`src/rtl/csi2_packet_transmitter_pkg.sv`:
```
// Shared CSI-2 definitions: data types, sync byte, header ECC and CRC-16 helpers.
// Used by both the packet transmitter and the camera receiver.
package csi2_pkg;

    localparam logic [5:0] DT_FS     = 6'h00;
    localparam logic [5:0] DT_FE     = 6'h01;
    localparam logic [5:0] DT_LS     = 6'h02;
    localparam logic [5:0] DT_LE     = 6'h03;
    localparam logic [5:0] DT_YUV422 = 6'h1E;
    localparam logic [5:0] DT_RAW8   = 6'h2A;

    localparam logic [7:0]  SYNC_BYTE     = 8'hB8;
    localparam logic [15:0] CRC_INIT      = 16'hFFFF;
    localparam logic [15:0] CRC_POLY_REFL = 16'h8408;

    typedef enum logic [2:0] {
        ST_IDLE,
        ST_SYNC,
        ST_HEADER,
        ST_PAYLOAD,
        ST_CRC,
        ST_GAP
    } tx_state_e;

    // Data types 0x00-0x0F are short packets (no payload, no footer).
    function automatic logic is_short(input logic [5:0] dt);
        return (dt <= 6'h0F);
    endfunction

    // 6-bit Hamming ECC over {WC, DI}; each parity bit covers a fixed set of data bits.
    function automatic logic [5:0] csi2_ecc(input logic [23:0] d);
        logic [5:0] p;
        p[0] = ^(d & 24'hF12CB7);
        p[1] = ^(d & 24'hF2555B);
        p[2] = ^(d & 24'h749A6D);
        p[3] = ^(d & 24'hB8E38E);
        p[4] = ^(d & 24'hDF03F0);
        p[5] = ^(d & 24'hEFFC00);
        return p;
    endfunction

    // One byte of the reflected CRC-16 (x^16+x^12+x^5+1), data consumed LSB first.
    function automatic logic [15:0] crc16_byte(input logic [15:0] crc, input logic [7:0] data);
        logic [15:0] c;
        c = crc ^ {8'h00, data};
        for (int i = 0; i < 8; i++) begin
            c = c[0] ? ((c >> 1) ^ CRC_POLY_REFL) : (c >> 1);
        end
        return c;
    endfunction

endpackage

```
`src/rtl/csi2_packet_transmitter_crc16_parallel.sv`:
```
// Combinational CRC-16 update over the first 0..NUM_LANES bytes of a beat.
// byte_mask selects which slots take part; slot 0 is folded in first.
module csi2_crc16_parallel
    import csi2_pkg::*;
#(
    parameter int NUM_LANES = 2
) (
    input  logic [15:0]            crc_in,
    input  logic [8*NUM_LANES-1:0] data,
    input  logic [NUM_LANES-1:0]   byte_mask,
    output logic [15:0]            crc_out
);

    // Fold each selected byte into the running CRC in slot order.
    always_comb begin
        crc_out = crc_in;
        for (int k = 0; k < NUM_LANES; k++) begin
            if (byte_mask[k]) begin
                crc_out = crc16_byte(crc_out, data[k*8 +: 8]);
            end
        end
    end

endmodule

```
`src/rtl/csi2_packet_transmitter.sv`:
```
// CSI-2 packet transmitter: sync, header with ECC, payload, CRC footer, spread
// round-robin across NUM_LANES byte lanes. Lane outputs are registered, so a beat
// decided in state X appears on the lanes one clock later.
// Handshake: a packet request is taken on a clock edge where start && tx_ready;
// a payload beat is taken on every edge where payload_ready is high, and the
// source must hold payload_valid high then (a low valid is logged as underflow).
module csi2_packet_transmitter
    import csi2_pkg::*;
#(
    parameter int NUM_LANES = 2,
    parameter int MIN_GAP   = 4
) (
    input  logic                   clock,
    input  logic                   reset,
    input  logic                   start,
    input  logic [1:0]             virtual_channel,
    input  logic [5:0]             data_type,
    input  logic [15:0]            word_count,
    output logic                   tx_ready,
    input  logic [8*NUM_LANES-1:0] payload_data,
    output logic                   payload_ready,
    input  logic                   payload_valid,
    output logic [8*NUM_LANES-1:0] lane_data,
    output logic [NUM_LANES-1:0]   lane_enable,
    output logic                   underflow,
    output logic                   busy
);

    localparam int HDR_BEATS = 4 / NUM_LANES;
    localparam int GAP_W     = $clog2(MIN_GAP + 2);

    tx_state_e              state;
    tx_state_e              next_state;
    logic [1:0]             vc_q;
    logic [5:0]             dt_q;
    logic [15:0]            wc_q;
    logic [15:0]            byte_cnt;
    logic [15:0]            crc_q;
    logic [15:0]            crc_next;
    logic [1:0]             crc_idx;
    logic [1:0]             hdr_beat;
    logic [GAP_W-1:0]       gap_cnt;
    logic                   accept;
    logic [7:0]             di;
    logic [31:0]            hdr_word;
    int                     take;
    int                     free_slots;
    logic                   last_beat;
    logic [8*NUM_LANES-1:0] pay_bytes;
    logic [NUM_LANES-1:0]   pay_mask;
    logic [8*NUM_LANES-1:0] lane_data_d;
    logic [NUM_LANES-1:0]   lane_enable_d;

    assign tx_ready      = (state == ST_IDLE) && (gap_cnt == '0);
    assign payload_ready = (state == ST_PAYLOAD);
    assign accept        = start && tx_ready;
    assign di            = {vc_q, dt_q};
    assign hdr_word      = {2'b00, csi2_ecc({wc_q, di}), wc_q[15:8], wc_q[7:0], di};

    // Payload beat sizing: bytes taken this beat, free slots left for the footer.
    always_comb begin
        take       = (int'(byte_cnt) < NUM_LANES) ? int'(byte_cnt) : NUM_LANES;
        free_slots = NUM_LANES - take;
        last_beat  = (int'(byte_cnt) <= NUM_LANES);
        pay_bytes  = payload_valid ? payload_data : '0;
        for (int k = 0; k < NUM_LANES; k++) begin
            pay_mask[k] = (k < take);
        end
    end

    csi2_crc16_parallel #(.NUM_LANES(NUM_LANES)) u_crc (
        .crc_in    (crc_q),
        .data      (pay_bytes),
        .byte_mask (pay_mask),
        .crc_out   (crc_next)
    );

    // State register; reset aborts any packet in flight.
    always_ff @(posedge clock or posedge reset) begin
        if (reset) state <= ST_IDLE;
        else       state <= next_state;
    end

    // Next-state decode.
    always_comb begin
        next_state = state;
        case (state)
            ST_IDLE:    if (accept) next_state = ST_SYNC;
            ST_SYNC:    next_state = ST_HEADER;
            ST_HEADER: begin
                if (int'(hdr_beat) == HDR_BEATS - 1) begin
                    if (is_short(dt_q))      next_state = ST_GAP;
                    else if (wc_q == 16'd0)  next_state = ST_CRC;
                    else                     next_state = ST_PAYLOAD;
                end
            end
            ST_PAYLOAD: if (last_beat) next_state = (free_slots >= 2) ? ST_GAP : ST_CRC;
            ST_CRC:     if (int'(crc_idx) + NUM_LANES >= 2) next_state = ST_GAP;
            ST_GAP:     if (gap_cnt == '0) next_state = ST_IDLE;
            default:    next_state = ST_IDLE;
        endcase
    end

    // Lane contents for the beat produced by the current state.
    always_comb begin
        lane_data_d   = '0;
        lane_enable_d = '0;
        case (state)
            ST_SYNC: begin
                for (int k = 0; k < NUM_LANES; k++) lane_data_d[k*8 +: 8] = SYNC_BYTE;
                lane_enable_d = '1;
            end
            ST_HEADER: begin
                for (int k = 0; k < NUM_LANES; k++) begin
                    lane_data_d[k*8 +: 8] = hdr_word[(int'(hdr_beat) * NUM_LANES + k) * 8 +: 8];
                end
                lane_enable_d = '1;
            end
            ST_PAYLOAD: begin
                for (int k = 0; k < NUM_LANES; k++) begin
                    if (k < take) begin
                        lane_data_d[k*8 +: 8] = pay_bytes[k*8 +: 8];
                        lane_enable_d[k]      = 1'b1;
                    end else if (last_beat && (k - take) < 2) begin
                        lane_data_d[k*8 +: 8] = crc_next[(k - take) * 8 +: 8];
                        lane_enable_d[k]      = 1'b1;
                    end
                end
            end
            ST_CRC: begin
                for (int k = 0; k < NUM_LANES; k++) begin
                    if (int'(crc_idx) + k < 2) begin
                        lane_data_d[k*8 +: 8] = crc_q[(int'(crc_idx) + k) * 8 +: 8];
                        lane_enable_d[k]      = 1'b1;
                    end
                end
            end
            default: ;
        endcase
    end

    // Registered outputs.
    always_ff @(posedge clock or posedge reset) begin
        if (reset) begin
            lane_data   <= '0;
            lane_enable <= '0;
            busy        <= 1'b0;
        end else begin
            lane_data   <= lane_data_d;
            lane_enable <= lane_enable_d;
            busy        <= (next_state != ST_IDLE);
        end
    end

    // Packet fields, byte counter, running CRC and beat indices.
    always_ff @(posedge clock or posedge reset) begin
        if (reset) begin
            vc_q     <= '0;
            dt_q     <= '0;
            wc_q     <= '0;
            byte_cnt <= '0;
            crc_q    <= CRC_INIT;
            crc_idx  <= '0;
            hdr_beat <= '0;
        end else begin
            case (state)
                ST_IDLE: begin
                    if (accept) begin
                        vc_q     <= virtual_channel;
                        dt_q     <= data_type;
                        wc_q     <= word_count;
                        byte_cnt <= word_count;
                        crc_q    <= CRC_INIT;
                        crc_idx  <= '0;
                        hdr_beat <= '0;
                    end
                end
                ST_HEADER: hdr_beat <= hdr_beat + 2'd1;
                ST_PAYLOAD: begin
                    byte_cnt <= byte_cnt - 16'(take);
                    crc_q    <= crc_next;
                    // Footer bytes already placed in the last payload beat.
                    if (last_beat) crc_idx <= 2'(free_slots);
                end
                ST_CRC: crc_idx <= crc_idx + 2'(NUM_LANES);
                default: ;
            endcase
        end
    end

    // Inter-packet gap counter; also holds off tx_ready after reset.
    always_ff @(posedge clock or posedge reset) begin
        if (reset) begin
            gap_cnt <= GAP_W'(MIN_GAP);
        end else if (state != ST_GAP && next_state == ST_GAP) begin
            gap_cnt <= GAP_W'(MIN_GAP);
        end else if ((state == ST_GAP || state == ST_IDLE) && gap_cnt != '0) begin
            gap_cnt <= gap_cnt - GAP_W'(1);
        end
    end

    // Sticky underflow flag.
    always_ff @(posedge clock or posedge reset) begin
        if (reset)                                underflow <= 1'b0;
        else if (payload_ready && !payload_valid) underflow <= 1'b1;
    end

endmodule

```
`config.mk`:
```
export PLATFORM = sky130hd
export DESIGN_NAME = csi2_packet_transmitter
export DESIGN_NICKNAME = d
export VERILOG_FILES = /design/src/rtl/csi2_packet_transmitter_pkg.sv /design/src/rtl/csi2_packet_transmitter_crc16_parallel.sv /design/src/rtl/csi2_packet_transmitter.sv
export SDC_FILE = /design/constraint.sdc
export NUM_CORES = 1
export LEC_CHECK = 0
export ABC_AREA = 1
export BUFFER_PORTS_ARGS = -buffer_cell sky130_fd_sc_hd__buf_2
export CAP_MARGIN = 10
export CORE_MARGIN = 8
export CORE_UTILIZATION = 40
export CTS_CLUSTER_SIZE = 24
export DETAILED_ROUTE_END_ITERATION = 6
export PLACE_DENSITY_LB_ADDON = 0.25
export SYNTH_ARGS = -nofsm -noshare
export SYNTH_HDL_FRONTEND = slang
export SYNTH_SLANG_ARGS = --single-unit
```
`constraint.sdc`:
```
create_clock -name clock -period 3.9 [get_ports clock]
set_input_delay 0.195 -clock clock [delete_from_list [all_inputs] [get_ports clock]]
set_output_delay 0.195 -clock clock [all_outputs]
set_load 0.02 [all_outputs]
```
-- Yosys cells after proc, flatten, opt, wreduce, memory -nomap -nowiden
Index checks and enable logic that the tools add are counted.
Widths: inputs -> output; s select.
- logic and storage cells: 150
- output and inout bits: 22
- input port bits: 44
- register bits after elaboration: 86
- shifts and indexed selects: 6
- eq/ne operators: 10
- muxes and demuxes: 53
- $lt $le $gt $ge: 11
- $add $sub $neg: 10
- bitwise operators: 18
- reductions and logical operators: 29
- operators by type and width (operator ; number):
    $mux 16 ; 22
    $reduce_xor 24->1 ; 6
    $pmux 16 s2 ; 2
    $pmux 16 s4 ; 1
    $mux 8 ; 6
    $not 2->3 ; 16
    $shiftx 16x20->8 ; 2
    $lt 17x3->1 const B ; 2
    $sub 1x16->17 const A ; 2
    $lt 1x16->1 const A ; 2
    $lt 32x3->1 const B ; 1
    $shiftx 32x7->8 ; 1
    $shiftx 32x8->8 ; 1
    $xor 16x8->16 ; 2
    $mux 3 ; 9
    $pmux 3 s6 ; 1
    $ge 17x3->1 const B ; 1
    $sub 2x16->17 const A ; 1
    $le 16x2->1 const B ; 1
    $logic_not 16->1 ; 1
    $lt 16x2->1 const B ; 1
    $shiftx 16x6->8 ; 1
    $shiftx 16x7->8 ; 1
    $sub 16x16->16 ; 1
    29 further kinds ; 53

-- Longest topological paths before layout
Gate-level depths: netlist of run 1.
- depth in word-level cells: 41
- depth in mapped cells: 22
- depth with buffers taken out: 22

-- Modules after synthesis
From an unflattened synthesis of run 1, not the netlist that was laid out.
- cells, all modules: 1106
- area total of the unflattened synthesis: 7170.6 um^2
- modules (own cells, without submodules) (module ; times used ; cells each ; area an instance (um^2) ; sequential area each (um^2)):
    csi2_packet_transmitter ; 1 ; 821 ; 5795.6 ; 2173.3
    csi2_crc16_parallel ; 1 ; 285 ; 1375.1 ; 0.0

-- Worst setup path after synthesis of run 1
OpenSTA, ideal clock, no wires.
- path type: register -> register
- from: reg byte_cnt[12]
- to: reg lane_data[0]
- path slack: 1.319 ns
- stages on the path, launching flop included: 21
- library setup time: 0.119 ns
- path buffers: 1
- arrival time: 2.462 ns
- period minus slack after synthesis: 2.581 ns
- required time: 3.781 ns
- path through: dfrtp_1 > nor2_1 > nand2_1 > nor2_4 > nand2_2 > inv_1 > ha_1 > clkbuf_1 > nand3_1 > nand2_1 > nand2_1 > nand2_1 > nand2_1 > nand2_2 > nand2_2 > nand2_1 > nand3_1 > nand2_1 > o21ai_1 > nand2_1 > nand2_1
- word-level cells in the longest chain between the ends: 19
- elaborated cells on any way between the ends: 27
- classes of those cells: add/sub: 1; order compare: 5; shift: 1; mux: 14; bitwise: 5; reduce/logical: 1
- RTL lines (element ; RTL line ; RTL):
    start, declared ; csi2_packet_transmitter.sv:37 ; logic [15:0] byte_cnt;
    start signal, assigned ; csi2_packet_transmitter.sv:172 ; byte_cnt <= word_count;
    start signal, assigned ; csi2_packet_transmitter.sv:180 ; byte_cnt <= byte_cnt - 16'(take);
    $lt 16x2->1 ; csi2_packet_transmitter.sv:62 ; take = (int'(byte_cnt) < NUM_LANES) ? int'(byte_cnt) : NUM_LANES;
    $mux 16 ; csi2_packet_transmitter.sv:62 ;
    $lt 1x16->1 ; csi2_packet_transmitter.sv:67, csi2_packet_transmitter.sv:121 ;
    $mux 16 ; csi2_packet_transmitter_crc16_parallel.sv:18 ; if (byte_mask[k]) begin
    $xor 16x8->16 ; csi2_packet_transmitter_pkg.sv:45 ; c = crc ^ {8'h00, data};
    $mux 16 / $not 2->3 (equally long branches) (2 in a row) ; -- ;
    $mux 16 (2 in a row) ; csi2_packet_transmitter_pkg.sv:47 ; c = c[0] ? ((c >> 1) ^ CRC_POLY_REFL) : (c >> 1);
    $not 2->3 (no source line) / $mux 16 (equally long branches) ; -- ;
    $mux 16 / $not 2->3 (equally long branches) ; -- ;
    $mux 16 (3 in a row) ; csi2_packet_transmitter_pkg.sv:47 ;
    $mux 16 ; csi2_packet_transmitter_crc16_parallel.sv:18 ;
    $shiftx 16x20->8 ; csi2_packet_transmitter.sv:125 ; lane_data_d[k*8 +: 8] = crc_next[(k - take) * 8 +: 8];
    $mux 8 ; csi2_packet_transmitter.sv:124 ; end else if (last_beat && (k - take) < 2) begin
    $mux 8 * ; csi2_packet_transmitter.sv:121 ; if (k < take) begin
    $pmux 16 s4 * ; csi2_packet_transmitter.sv:108 ; case (state)
    net lane_data_d[0] ; csi2_packet_transmitter.sv:51 ; logic [8*NUM_LANES-1:0] lane_data_d;
    end signal, assigned ; csi2_packet_transmitter.sv:149 ; lane_data <= lane_data_d;
    end, declared ; csi2_packet_transmitter.sv:23 ; output logic [8*NUM_LANES-1:0] lane_data,
Mark *: on every way through the listed nets, which the timed path passes. The rest lies on a longest branch.
A chain may end at the register's enable or synchronous reset.

-- Worst setup path after layout of run 1
- from: reg byte_cnt[10]
- to: reg lane_data[15]
- word-level cells in the longest chain between the ends: 19
- elaborated cells on any way between the ends: 26
- classes of those cells: add/sub: 1; order compare: 5; shift: 1; mux: 14; bitwise: 4; reduce/logical: 1
- RTL lines (element ; RTL line ; RTL):
    $lt 16x2->1 ; csi2_packet_transmitter.sv:62 ;
    $mux 16 ; csi2_packet_transmitter.sv:62 ;
    $lt 1x16->1 ; csi2_packet_transmitter.sv:67 ; pay_mask[k] = (k < take);
    $mux 16 ; csi2_packet_transmitter_crc16_parallel.sv:18 ;
    $xor 16x8->16 ; csi2_packet_transmitter_pkg.sv:45 ;
    $mux 16 / $not 2->3 (equally long branches) ; -- ;
    $mux 16 (2 in a row) ; csi2_packet_transmitter_pkg.sv:47 ;
    $mux 16 / $not 2->3 (equally long branches) ; -- ;
    $not 2->3 (no source line) / $mux 16 (equally long branches) ; -- ;
    $mux 16 (4 in a row) ; csi2_packet_transmitter_pkg.sv:47 ;
    $mux 16 ; csi2_packet_transmitter_crc16_parallel.sv:18 ;
    $shiftx 16x20->8 ; csi2_packet_transmitter.sv:125 ;
    $mux 8 ; csi2_packet_transmitter.sv:124 ;
    $mux 8 * ; csi2_packet_transmitter.sv:121 ;
    $pmux 16 s4 * ; csi2_packet_transmitter.sv:108 ;
    net lane_data_d[15] ; csi2_packet_transmitter.sv:51 ;
Marks and branches as above.

==> impl_metrics.toml, run 1 <==
[timing]
drv_slew = 0
fin_ws_ns = 0.733
final.period_utilization_pct = 81.2
slew_headroom_pct = 38.5
setup_tns_ns = 0
fmax_mhz = 316
hold_ws_ns = -0.00946
setup_viol = 0
hold_violations = 8
rsz0062_at_grt = "no"
finalCriticalPeriod_ns = 3.17
tightest_slew_ns = 0.922
skew_ns = 0.00870

[setup_path]
cp-end-kind = "flop"
crit_type = "reg -> reg"
slowest_stage = "dfrtp_1"
required_ns = 4.19
cp-start-kind = "flop"
cp.arrival_ns = 3.45
cp_max_fo = 28
reg2reg_depth = 21
max_stage_delay_ns = 0.41
r2r_start = "byte_cnt[10]"
cp_cell_sequence = "nor2_1 -> nand2_1 -> nor2_4 -> nand2_2 -> inv_1 -> ha_1 -> buf_4 -> nand3_1 -> nand2_1 -> nand2_1 -> nand2_1 -> nand3_1 -> nand2_2 -> nand2_2 -> nand2_1 -> nand2_1 -> nand2_1 -> nand2_1 -> nand2_1 -> nand2_1 -> nand2_1"
critPathMostFrequentCell = "nand2_1"
worstReg2RegEnd = "lane_data[15]"
r2r_slack_ns = 0.73

[clock_tree]
cts_sinks = 86
root_buffer = "clkbuf_16"
hold_buffers = 0
htreeDepth = 3
clock_latency_ns = 0.36
post-cts-setup-buffers = 0
clkSlewWorstSetupHoldPaths_ns = 0.07
clock_path_buffers = 2
numCtsBuffers = 9
post_cts_resized = 0
cts_tree = "yes"

[pwr]
leakagePower_nw = 3.99
powerDensity_nw_per_um2 = 572
ir_worst_vdd_uv = 271

[placement]
gp_congestion = 0.938
pre_cts_ws_ns = 0.827
place_hpwl_um = 16200
portBuffers = 65

[routing]
vias = 6625
drt_iter0_drc = 392
first_pass_iters = 5
post-route-drc-count = 0
antenna_left = 0
viasPerCell = 5.22
wire_per_inst_um = 16.6
drt_wl_total_um = 21100

[floorplan]
start_util_pct = 40.5
io_pins = 66
std_cell_rows = 47
die_area_um2 = 21100
die_x_um = 145
die_h_um = 145
coreArea_um2 = 16500

[global_route]
met3_usage_pct = 4.26
track_usage_pct = 20.1
grt_pass1_vias = 6487
grt_remaining_overflow = 0
busiest_layer = "met2"
grt_max_degree = 52
met1_usage_pct = 24.8
grt_first_pass_wirelength_um = 34100
met2_usage_pct = 32.9
antenna_found_initial = 0

[cells_and_area]
drive_gt1_share_pct = 13.8
areaGrowthSynthToFinish_pct = 12.4
antennaDiodeCount = 0
fin_nets = 1106
fillers = 1751

[synth]
ys_types = 47
synthesis.area_um2 = 6680
syn_area_per_cell_um2 = 6.76
ys_ff_latch = 86
syn_inst = 987
synth_warnings = 0
seq_area_frac_synth_pct = 32.6

[job]
drv_cap = 0

[min_path]
hp-class = "in -> async"

[outcome]
status = "finished with violations"
violations = "negative hold slack"
## critical path: cells and delay by family, from the launching register on
kind | cells | cell delay, ns
and+or+nand+nor | 18 | 1.94
DFF | 1 | 0.41
adders and majority gates | 1 | 0.24
buffers and inverters | 2 | 0.50
## cell usage after synthesis, drive strengths merged
library cell	number	area (um^2)
nand2	346	1350
inv	118	443
nand3	103	573
o21ai	94	478
dfrtp	69	1730
nor2	43	189
xnor2	33	289
a21oi	29	145
xor2	27	236
clkbuf	20	75.1
ha	18	225
dfstp	17	447
buf	14	100
nor3	7	35.0
a22oi	6	45.0
a32oi	5	43.8
o22ai	5	31.3
a221oi	4	35.0
a31oi	4	25.0
clkinv	4	15.0
o211ai	4	30.0
nand4	3	18.8
o2111ai	3	26.3
a21o	1	7.51
a41oi	1	8.76
conb	1	3.75
mux2	1	11.3
nor4	1	12.5
o21a	1	7.51
o21bai	1	7.51
o221ai	1	8.76
o311ai	1	8.76
o31ai	1	7.51
or4	1	7.51
## sequential cells by signal (all words and copies together), names as in the netlist
name,count
crc_idx,2
hdr_beat,2
busy,1
byte_cnt,16
lane_enable,2
lane_data,16
vc_q,2
gap_cnt,3
state,3
crc_q,16
wc_q,16
underflow,1
dt_q,6
## cell type report
class                   instances  area (um^2)  area share [%]
well taps                     220          275            3.67
inverters                     122          459            6.12
clock inverters                 4         48.8           0.650
multi-input cells             748         3880            51.8
clock buffers                  12          246            3.28
repair buffers                 77          415            5.54
flip-flops and latches         86         2170            29.0
## cell usage in the layout (no fill, tap or decap), types with 6 or more instances in the layout
cell	synthesis	routed
buf_2	7	65
ha_1	18	18
nand2_2	15	15
nor3_1	7	6
buf_4	2	12
nor2_1	38	38
xor2_1	27	27
a22oi_1	6	6
dfrtp_1	69	69
inv_1	116	115
clkbuf_16	0	9
a21oi_1	29	29
o21ai_0	78	78
xnor2_1	33	33
nand3_1	96	96
nand2_1	329	329
dfstp_2	17	17
o21ai_1	14	14
## cells by family (layout without fill, tap and decap cells)
kind of cell	count (synthesis)	in the layout	synth area share [%]
and+or+nand+nor	504	504	32.8
AOI/OAI and AO/OA	161	161	13.7
buffers and inverters	156	215	9.48
DFF	86	86	32.6
xor gates and xnor gates	60	60	7.87
adders and majority gates	18	18	3.37
other	1	4	0.0562
muxes	1	1	0.169
## metal layers
layer / part of all wire (%) / wire length [um]
met1: 44 / 9240
met2: 47 / 9920
met3: 5.3 / 1130
met4: 3.8 / 798
met5: 0 / 0
## worst max path at each step
stage	startpoint	to	slack, ns	cells after the start
after detailed placement	byte_cnt[10]	lane_data[15]	0.83	21
after CTS	byte_cnt[10]	lane_data[15]	0.79	21
after floorplan	byte_cnt[12]	lane_data[0]	1.32	20
after global routing	byte_cnt[10]	lane_data[15]	0.40	21
after global placement	byte_cnt[10]	lane_data[15]	0.92	21
final	byte_cnt[10]	lane_data[15]	0.73	21
## power breakdown
part	leakage (nW)	internal [W]	switching [W]	total, W
sequential	0.949	0.00112	0.000191	0.00131
clock	0.147	0.000514	0.000378	0.000892
combinational	2.89	0.000698	0.00139	0.00209
## per-stage QoR
stage / cell area, um^2 / utilization (%) / hold WS (ns) / power [W] / instances
finish: 7500 / 45.6 / -0.00946 / 0.00429 / 1269
global route: 7500 / 45.6 / 0.0428 / 0.00463 / 1269
CTS: 7500 / 45.6 / 0.0227 / 0.00428 / 1269
detailed placement: 7210 / 43.8 / 0.392 / 0.00337 / 1253
global placement: 7210 / 43.8 / 0.391 / 0.00336 / 1253
floorplan: 6690 / - / 0.305 / 0.00286 / 990
Power figures use the tool's default switching activity.
==> run 2: changes to the inputs <==
Clock period 3.9 ns to 3.1 ns, I/O delays scaled along.
==> impl_metrics.toml, run 2 (synthesis results as in run 1) <==
[clock_tree]
htreeDepth = 3
clock_latency_ns = 0.35
clkSlewWorstSetupHoldPaths_ns = 0.07
clock_path_buffers = 2
cts_sinks = 86
root_buffer = "clkbuf_16"
numCtsBuffers = 9
cts_tree = "yes"

[floorplan]
io_pins = 66
die_x_um = 145
coreArea_um2 = 16500
die_h_um = 145
start_util_pct = 40.5
std_cell_rows = 47
die_area_um2 = 21100

[outcome]
status = "completed"

[min_path]
hp-class = "in -> reg"

[setup_path]
cp-end-kind = "flop"
required_ns = 3.34
cp.arrival_ns = 3.04
cp-start-kind = "flop"
crit_type = "reg -> reg"
cp_max_fo = 9

[timing]
skew_ns = 0.0113
drv_slew = 0
hold_violations = 0
tightest_slew_ns = 0.698
final.period_utilization_pct = 90.3
hold_ws_ns = 0.00168
slew_headroom_pct = 53.4
finalCriticalPeriod_ns = 2.80
setup_tns_ns = 0
fmax_mhz = 357
rsz0062_at_grt = "no"
setup_viol = 0

[cells_and_area]
fin_nets = 1119
drive_gt1_share_pct = 15.0
fin_util_pct = 46.7
areaGrowthSynthToFinish_pct = 15.1
fin_cells = 1282
antennaDiodeCount = 0
final_common_cell = "nand2_1"
layout_common_cells = "327 x nand2_1, 115 x inv_1, 96 x nand3_1"

[global_route]
grt_first_pass_wirelength_um = 33700
track_usage_pct = 19.9
grt_remaining_overflow = 0
grt_max_degree = 50
grt_pass1_vias = 6309
antenna_found_initial = 0

[pwr]
swShare_pct = 45.7
leakagePower_nw = 4.06
pwr-share-seq_pct = 30.4
clkPwrFrac_pct = 21.1
ir_worst_vdd_uv = 459
powerDensity_nw_per_um2 = 709
p_sw_w = 0.00249
internal_power_w = 0.00296
p_comb_share_pct = 48.6

[placement]
dp_cells = 1258
gp_congestion = 0.905
portBuffers = 65
place_hpwl_um = 16200

[routing]
drt_iter0_drc = 565
wire_per_inst_um = 16.5
antenna_left = 0
viasPerCell = 5.20
post-route-drc-count = 0
vias = 6663
drt_wl_total_um = 21100
first_pass_iters = 5

[job]
drv_cap = 0
run 2: changes by cell type in the layout (fill, tap and decap cells not counted), sizes merged:
cell	delta
buf	+8
clkinvlp	+1
clkinv	-2
dlygate4sd3	+5
inv	+1
run 2: power by group through the flow:
stage / Sequential, W / Clock [W] / Combinational [W]
floorplan: 0.00159 / 0 / 0.00201
global placement: 0.00166 / 0 / 0.00258
detailed placement: 0.00166 / 0 / 0.00259
CTS: 0.00164 / 0.00117 / 0.00261
global route: 0.00168 / 0.00121 / 0.00301
finish: 0.00166 / 0.00115 / 0.00265
run 2: worst paths after layout:
kind	from	slack, ns	to	cells past startpoint
max in group asynchronous	reset	1.91	crc_q[14]	4
worst max register to register	byte_cnt[2]	0.30	lane_data[7]	22
worst min register to register	underflow	0.48	underflow	1
min in group asynchronous	reset	0.43	lane_data[10]	3
worst min-delay path	data_type[3]	0.002	dt_q[3]	3
worst max-delay path	byte_cnt[2]	0.30	lane_data[7]	22
run 2: worst max-delay path: stages (launching register included):
cell and delay, ns:
dfrtp_1 0.45, nor2_4 0.15, nand2_2 0.08, nor2_4 0.14
nand2_2 0.12, inv_1 0.13, ha_4 0.17, nand2_4 0.08
buf_4 0.18, nand2_1 0.11, nand2_1 0.09, nand2_1 0.06
nand2_1 0.11, nand3_1 0.11, nand2_2 0.07, nand2_2 0.10
nand2_1 0.07, nand2_1 0.13, nand2_1 0.07, nand2_1 0.06
nand2_1 0.07, nand2_1 0.06, nand2_1 0.05
run 2: final cells by class:
type / count / area [um^2]
clock inverters: 4 / 55.1
clock buffers: 12 / 246
well taps: 220 / 275
fillers: 1726 / 8780
multi-input cells: 748 / 3910
repair buffers: 90 / 563
inverters: 122 / 462
flip-flops and latches: 86 / 2170
run 2: through the flow:
| stage | total power (W) | setup slack [ns] | instance area [um^2] |
|---|---|---|---|
| 2_1_floorplan | 0.00360 | 0.519 | 6690 |
| 3_3_place_gp | 0.00424 | 0.174 | 7270 |
| 3_5_place_dp | 0.00425 | 0.125 | 7270 |
| 4_1_cts | 0.00542 | 0.107 | 7620 |
| 5_1_grt | 0.00590 | 0.0168 | 7680 |
| 6_report | 0.00545 | 0.300 | 7680 |
run 2: what timing repair did:
| action | in CTS | in global routing |
|---|---|---|
| endpoints found under the hold margin | 41 | 0 |
| setup buffers | 0 | 3 |
| hold buffers | 5 | 0 |
| resized for setup | 0 | 11 |
| endpoints found under the setup margin | 0 | 18 |
run 2: metal layers:
metal	GRT usage [%]	routed length, um
met4	9.16	816
met1	26.3	9540
met3	4.01	1390
met5	0	0
met2	30.8	9360
